===== src/rtl/frame_tx.sv =====
// Response frame serializer: emits SYNC, cmd, len, payload read from the byte buffer RAM,
// and an 8-bit additive checksum onto a byte-wide valid/ready stream.
module frame_tx #(
    parameter int unsigned NUMBER    = 256,
    parameter logic [7:0]  SYNC_BYTE = 8'hA5,
    localparam int unsigned AW       = $clog2(NUMBER)
) (
    input  logic          clk,
    input  logic          reset,
    input  logic          start_tx,
    input  logic [7:0]    cmd_tx,
    input  logic [7:0]    len_tx,
    output logic          rd_en,
    output logic [AW-1:0] rd_addr,
    input  logic [7:0]    rd_data,
    output logic [7:0]    tx_data,
    output logic          tx_valid,
    input  logic          tx_ready,
    output logic          busy,
    output logic          done
);

    typedef enum logic [3:0] {
        StIdle,
        StSync,
        StCmd,
        StLen,
        StFetch,
        StLatch,
        StPayload,
        StCsum,
        StDone
    } state_t;

    state_t     state;
    logic [7:0] cmd;
    logic [7:0] len;
    logic [7:0] index;
    logic [7:0] csum;
    logic [7:0] pay_byte;
    logic [7:0] index_inc;
    logic       xfer;

    assign index_inc = index + 8'd1;
    assign xfer      = tx_valid & tx_ready;

    always_ff @(posedge clk or posedge reset) begin
        if (reset) begin
            state    <= StIdle;
            cmd      <= 8'h00;
            len      <= 8'h00;
            index    <= 8'h00;
            csum     <= 8'h00;
            pay_byte <= 8'h00;
            rd_en    <= 1'b0;
            rd_addr  <= '0;
            tx_data  <= 8'h00;
            tx_valid <= 1'b0;
            busy     <= 1'b0;
            done     <= 1'b0;
        end else begin
            rd_en <= 1'b0;
            done  <= 1'b0;
            case (state)
                StIdle: begin
                    if (start_tx) begin
                        cmd      <= cmd_tx;
                        len      <= len_tx;
                        index    <= 8'h00;
                        csum     <= 8'h00;
                        tx_data  <= SYNC_BYTE;
                        tx_valid <= 1'b1;
                        busy     <= 1'b1;
                        state    <= StSync;
                    end
                end
                StSync: begin
                    if (xfer) begin
                        tx_data <= cmd;
                        state   <= StCmd;
                    end
                end
                StCmd: begin
                    if (xfer) begin
                        csum    <= csum + cmd;
                        tx_data <= len;
                        state   <= StLen;
                    end
                end
                StLen: begin
                    if (xfer) begin
                        csum <= csum + len;
                        if (len == 8'd0) begin
                            tx_data <= csum + len;
                            state   <= StCsum;
                        end else begin
                            tx_valid <= 1'b0;
                            rd_en    <= 1'b1;
                            rd_addr  <= '0;
                            state    <= StFetch;
                        end
                    end
                end
                // RAM returns data one cycle after the strobe, so LATCH samples it.
                StFetch: begin
                    state <= StLatch;
                end
                StLatch: begin
                    pay_byte <= rd_data;
                    tx_data  <= rd_data;
                    tx_valid <= 1'b1;
                    state    <= StPayload;
                end
                StPayload: begin
                    if (xfer) begin
                        csum  <= csum + pay_byte;
                        index <= index_inc;
                        if (index_inc == len) begin
                            tx_data <= csum + pay_byte;
                            state   <= StCsum;
                        end else begin
                            tx_valid <= 1'b0;
                            rd_en    <= 1'b1;
                            rd_addr  <= AW'(index_inc);
                            state    <= StFetch;
                        end
                    end
                end
                StCsum: begin
                    if (xfer) begin
                        tx_valid <= 1'b0;
                        done     <= 1'b1;
                        state    <= StDone;
                    end
                end
                StDone: begin
                    busy  <= 1'b0;
                    state <= StIdle;
                end
                default: begin
                    tx_valid <= 1'b0;
                    busy     <= 1'b0;
                    state    <= StIdle;
                end
            endcase
        end
    end

endmodule


===== config.mk =====
export PLATFORM = sky130hd
export DESIGN_NAME = frame_tx
export DESIGN_NICKNAME = d
export VERILOG_FILES = /design/src/rtl/frame_tx.sv
export SDC_FILE = /design/constraint.sdc
export NUM_CORES = 1
export LEC_CHECK = 0
export CORE_MARGIN = 2
export CORE_UTILIZATION = 59
export CTS_BUF_LIST = sky130_fd_sc_hd__clkbuf_8
export DETAILED_ROUTE_END_ITERATION = 12
export PLACE_DENSITY = 0.83
export SLEW_MARGIN = 20
export SYNTH_ARGS = -nofsm -noshare
export SYNTH_HDL_FRONTEND = slang
export SYNTH_SLANG_ARGS = --single-unit

===== constraint.sdc =====
create_clock -name clk -period 3.1 [get_ports clk]
set_input_delay 0.62 -clock clk [delete_from_list [all_inputs] [get_ports clk]]
set_output_delay 0.62 -clock clk [all_outputs]
set_load 0.01 [all_outputs]

# Yosys cells after proc, flatten, opt, wreduce, memory -nomap -nowiden
# Index checks and enable logic that the tools add are counted.
# totals
latch_bits	0
word_cells	98
ff_bits	64
output_inout_bits	20
ram_bits	0
romBits	0
memories	0
# op_classes
multipliers	0
n_reduce_logical	16
muxes	44
bitwise	3
eq_ne	19
addsub	4
order_cmp	0
shifts	0
div_mod_pow	0
# op_table
cell	n
$mux 8	16
$pmux 8 s6	1
$pmux 4 s8	1
$pmux 8 s2	2
$pmux 8 s4	1
$add 8x8->8	3
$mux 4	6
$ne 2x2->1 const B	10
$eq 4x3->1 const B	4
$mux 1	12
$reduce_and 5->1	2
$add 8x1->8 const B	1
$eq 4x2->1 const B	2
$eq 8x8->1	1
$logic_not 8->1	1
$reduce_and 8->1	1
$reduce_and 7->1	1
$reduce_or 7->1	1
$pmux 1 s6	1
$reduce_and 6->1	1
$reduce_bool 6->1	1
$eq 4x1->1 const B	1
$eq 4x4->1 const B	1
$logic_not 4->1	1
other kinds (9)	14

# Depth between registers and ports, before layout
# depth
depth_word	5
mapped_depth	10

# Worst setup path after synthesis
# No wires, ideal clock.
# synth_path
kind	register -> register
startpoint	register len[0]
endpoint	register tx_data[6]
synth_period_minus_slack_ns	2.182
slack_ns	0.918
t_arrival_ns	2.053
path_stages_with_launch	11
t_required_ns	2.971
cell_sequence	dfrtp_1 ha_1 inv_1 fa_1 nor2b_1 o21ai_0 a21boi_0 mux2i_1 o22ai_1 a221oi_1 a21oi_1
# synth_via
elab_chain_cells	4
word_cells_on_any_way	9
# synth_lines
item	line_no	text
start, declared	37	logic [7:0] len;
start signal, assigned	68	len <= len_tx;
$add 8x8->8	94	tx_data <= csum + len;
$mux 8	93	if (len == 8'd0) begin
$mux 8	91	if (xfer) begin
$pmux 8 s6	64	case (state)
end signal, assigned	79	tx_data <= cmd;
end signal, assigned	86	tx_data <= len;
end signal, assigned	94	
end, declared	16	output logic [7:0] tx_data,
# Parallel ways exist; a longest one is shown, timed or not. The select of a mux whose other input is x is not followed.
# A chain may end at the register's enable or synchronous reset.

# Final worst setup path
# layout_path
startpoint	register state[2]
endpoint	register index[5]
# layout_via
elab_chain_cells	3
word_cells_on_any_way	7
# layout_lines
item	line_no	text
start, declared	35	state_t state;
start signal, assigned	49	state <= StIdle;
start signal, assigned	74	state <= StSync;
start signal, assigned	80	state <= StCmd;
$eq 4x3->1 / $logic_not 4->1 (equally long branches)	64	
$ne 2x2->1 (no line) / $reduce_bool 2->1 (equally long branches)	n/a	
$reduce_and 3->1 (no line)	n/a	
end signal, assigned	117	index <= index_inc;
end, declared	38	logic [7:0] index;
# Parallel ways exist; a longest one is shown, timed or not.

==> metrics.md <==
| Metric | Value |
|---|---|
| Run status | `completed` |
| Slew margin rel. | `46.6%` |
| Seq pwr share | `29.3%` |
| I/O Pins | `48` |
| Starting Density | `61.2%` |
| Final hold violations | `0` |
| Fin. max-slew vios | `0` |
| Post-synth design cell area | `4160 um^2` |
| Initial antenna violation count | `0` |
| Hold Slack | `489 ps` |
| Initial DRT Pass Iterations | `5` |
| Sink Count | `64` |
| Synth warnings | `0` |
| Final setup fails | `0` |
| Buffers on Ports | `47` |
| Clock power frac | `16.3%` |
| Global-route usage over all layers | `30.3%` |
| Setup crit start kind | `register` |
| Commonest non-fill, non-tap cell in the layout | `dfrtp_1` |
| Post-DP HPWL | `8.16 mm` |
| Vias | `around 3600` |
| Fin nets | `525` |
| Placeable Area | `6790 um^2` |
| Worst setup margin | `523 ps` |
| GP Congestion | `a little over 0.9` |
| Post-synth EDFFs | `0` |
| Synthesized instance count | `425` |
| Fraction of layout cells with a size suffix above 1 | `11.3%` |
| Most frequent cells in the layout | `64 x dfrtp_1, 47 x clkdlybuf4s50_1, 45 x o21ai_0` |
| Maxcap violations | `0` |
| Switch Pwr | `approximately 2.2 mW` |
| Comb power frac | `54.4%` |
| # Post-CTS Setup Buffers | `0` |
| Post-placement cell area | `4740 um^2` |
| CP Class | `reg -> reg` |
| Fin area | `4970 um^2` |
| Clk slew on worst S/H paths | `approximately 80 ps` |
| Utilization after layout | `approximately 73%` |
| Worst hold-check path type | `reg -> reg` |
| Vias in the first global route | `3590` |
| # diodes | `0` |
| Largest net degree at the start of global routing | `65` |
| Average routed wire per standard cell | `19.2 um` |
| Crit path max fanout | `24` |
| Critical Path AT | `2800 ps` |
| Yosys cell types | `63` |
| Pint | `3.00 mW` |
| Worst slew pin tran | `799 ps` |
| Fmax | `between 0.3 and 0.4 GHz` |
| CP Capture Type | `register` |
| Worst slack, placed | `between 400 and 500 ps` |
| Clk root buf | `clkbuf_8` |
| Minimum clock period after layout | `2580 ps` |
| WL final | `11.0 mm` |
| Asr flop ratio synth | `100%` |
| CTS Hold Bufs | `0` |
| Sequential fraction of the synthesis area | `around two fifths` |
| Fin Clk Skew | `8.73 ps` |
| LEAKAGE | `2.17 nW` |
| DR iter-0 viols | `217` |
| Post-Syn Nets | `478` |
| Detail Route Antenna Nets | `0` |
| Rows | `30` |
| Die area | `7730 um^2` |
| Final period util | `83.1%` |
| Worst skew pair latency | `350 ps` |
| Drt drc | `0` |
| DR vias/cell | `between 6 and 7` |
| CTS max path bufs | `2` |
| Placed Cells incl. Taps | `between 500 and 600` |
| Worst Path Required | `3320 ps` |
| Power density over the cells | `1050 nW/um^2` |
| Peak supply drop | `517 uV` |
| Register bit total from synthesis | `64` |
| First-pass GRT wire length | `about 18 mm` |
| CTS resizes | `0` |
| Fin cells | `573` |
| Die H | `approximately 88 um` |
| Sw frac | `around 42%` |
| CTS tree | `done` |
| Cts bufs inserted | `9` |
| Syn Area/Cell | `just under 10 um^2` |
| Layout area overhead | `19.7%` |
| Global route total overflow | `0` |
| Die boundary width | `87.9 um` |
| Htree depth | `3` |
| TNS Setup | `0 ps` |
| Tot Pwr | `about 5.2 mW` |
| Most used DFF post-synth | `dfrtp_1` |
| Unrepaired setup endpoints after global routing | `no` |
## layout make-up
| class | count | area (um^2) |
|---|---|---|
| flip-flops and latches | 64 | 1600 |
| fillers | 499 | 1820 |
| inverters | 18 | 67.6 |
| multi-input cells | 322 | 2390 |
| repair buffers | 57 | 558 |
| well taps | 96 | 120 |
| clock buffers | 12 | 165 |
| clock inverters | 4 | 67.6 |
## critical path: stages (launching register included)
cell     delay, ps
dfrtp_1        840
nand2_1        180
or3_1          480
nor2_1         360
nor2b_1        240
o21ai_0        240
o31ai_1        110
## flip-flops by register name (all words and copies together) (netlist names), 4 cells and up
| signal | flops |
|---|---|
| cmd | 8 |
| csum | 8 |
| index | 8 |
| len | 8 |
| pay_byte | 8 |
| rd_addr | 8 |
| tx_data | 8 |
| state | 4 |
## synth_stat cells (5+ instances only)
cell type,instances,area [um^2]
mux2_2,21,236
nor2b_1,7,43.8
nor2_1,26,97.6
a22o_1,12,105
xor2_1,5,43.8
ha_1,22,275
clkbuf_1,13,48.8
buf_2,6,30.0
a21oi_1,22,110
inv_1,18,67.6
a221oi_1,5,43.8
and2_1,5,31.3
dfrtp_1,64,1600
nand2_1,28,105
a22oi_1,8,60.1
nand2b_1,8,50.1
nand3_1,7,35.0
nor3_1,5,25.0
xnor2_1,25,219
o21ai_0,45,225
## routing by layer
metal	wire length (um)	GRT usage [%]	vias to the layer above
li1	-	-	1649
met5	0	0	-
met3	537	4.34	29
met2	5480	52.1	129
met4	317	11.0	0
met1	4650	39.0	1775
## worst paths after layout
path                             from           to  slack [ps]  cells after the start
min reg2reg                rd_addr[5]   rd_addr[5]         490                      2
min in group asynchronous       reset   rd_addr[2]         650                      3
max reg2reg                  state[2]     index[5]         520                      6
max                          state[2]     index[5]         520                      6
max in group asynchronous       reset  pay_byte[1]        2150                      3
min                        rd_addr[5]   rd_addr[5]         490                      2
## power by group through the flow
| stage | Sequential [mW] | Clock [mW] | Combinational [mW] |
|---|---|---|---|
| 6_report | 1.52 | 0.850 | 2.83 |
| 5_1_grt | 1.56 | 0.901 | 3.10 |
| 4_1_cts | 1.51 | 0.851 | 2.80 |
| 3_5_place_dp | 1.53 | 0 | 2.79 |
| 3_3_place_gp | 1.51 | 0 | 2.70 |
| 2_1_floorplan | 1.42 | 0 | 2.07 |
## logic make-up after synthesis
kind of cell / synth area share, %
muxes: 6.17
buffers and inverters: 3.88
and+or+nand+nor: 13.1
xor gates and xnor gates: 7.98
AOI/OAI and AO/OA: 22.3
adders and majority gates: 8.07
DFF: 38.5
Power figures use the tool's default switching activity.
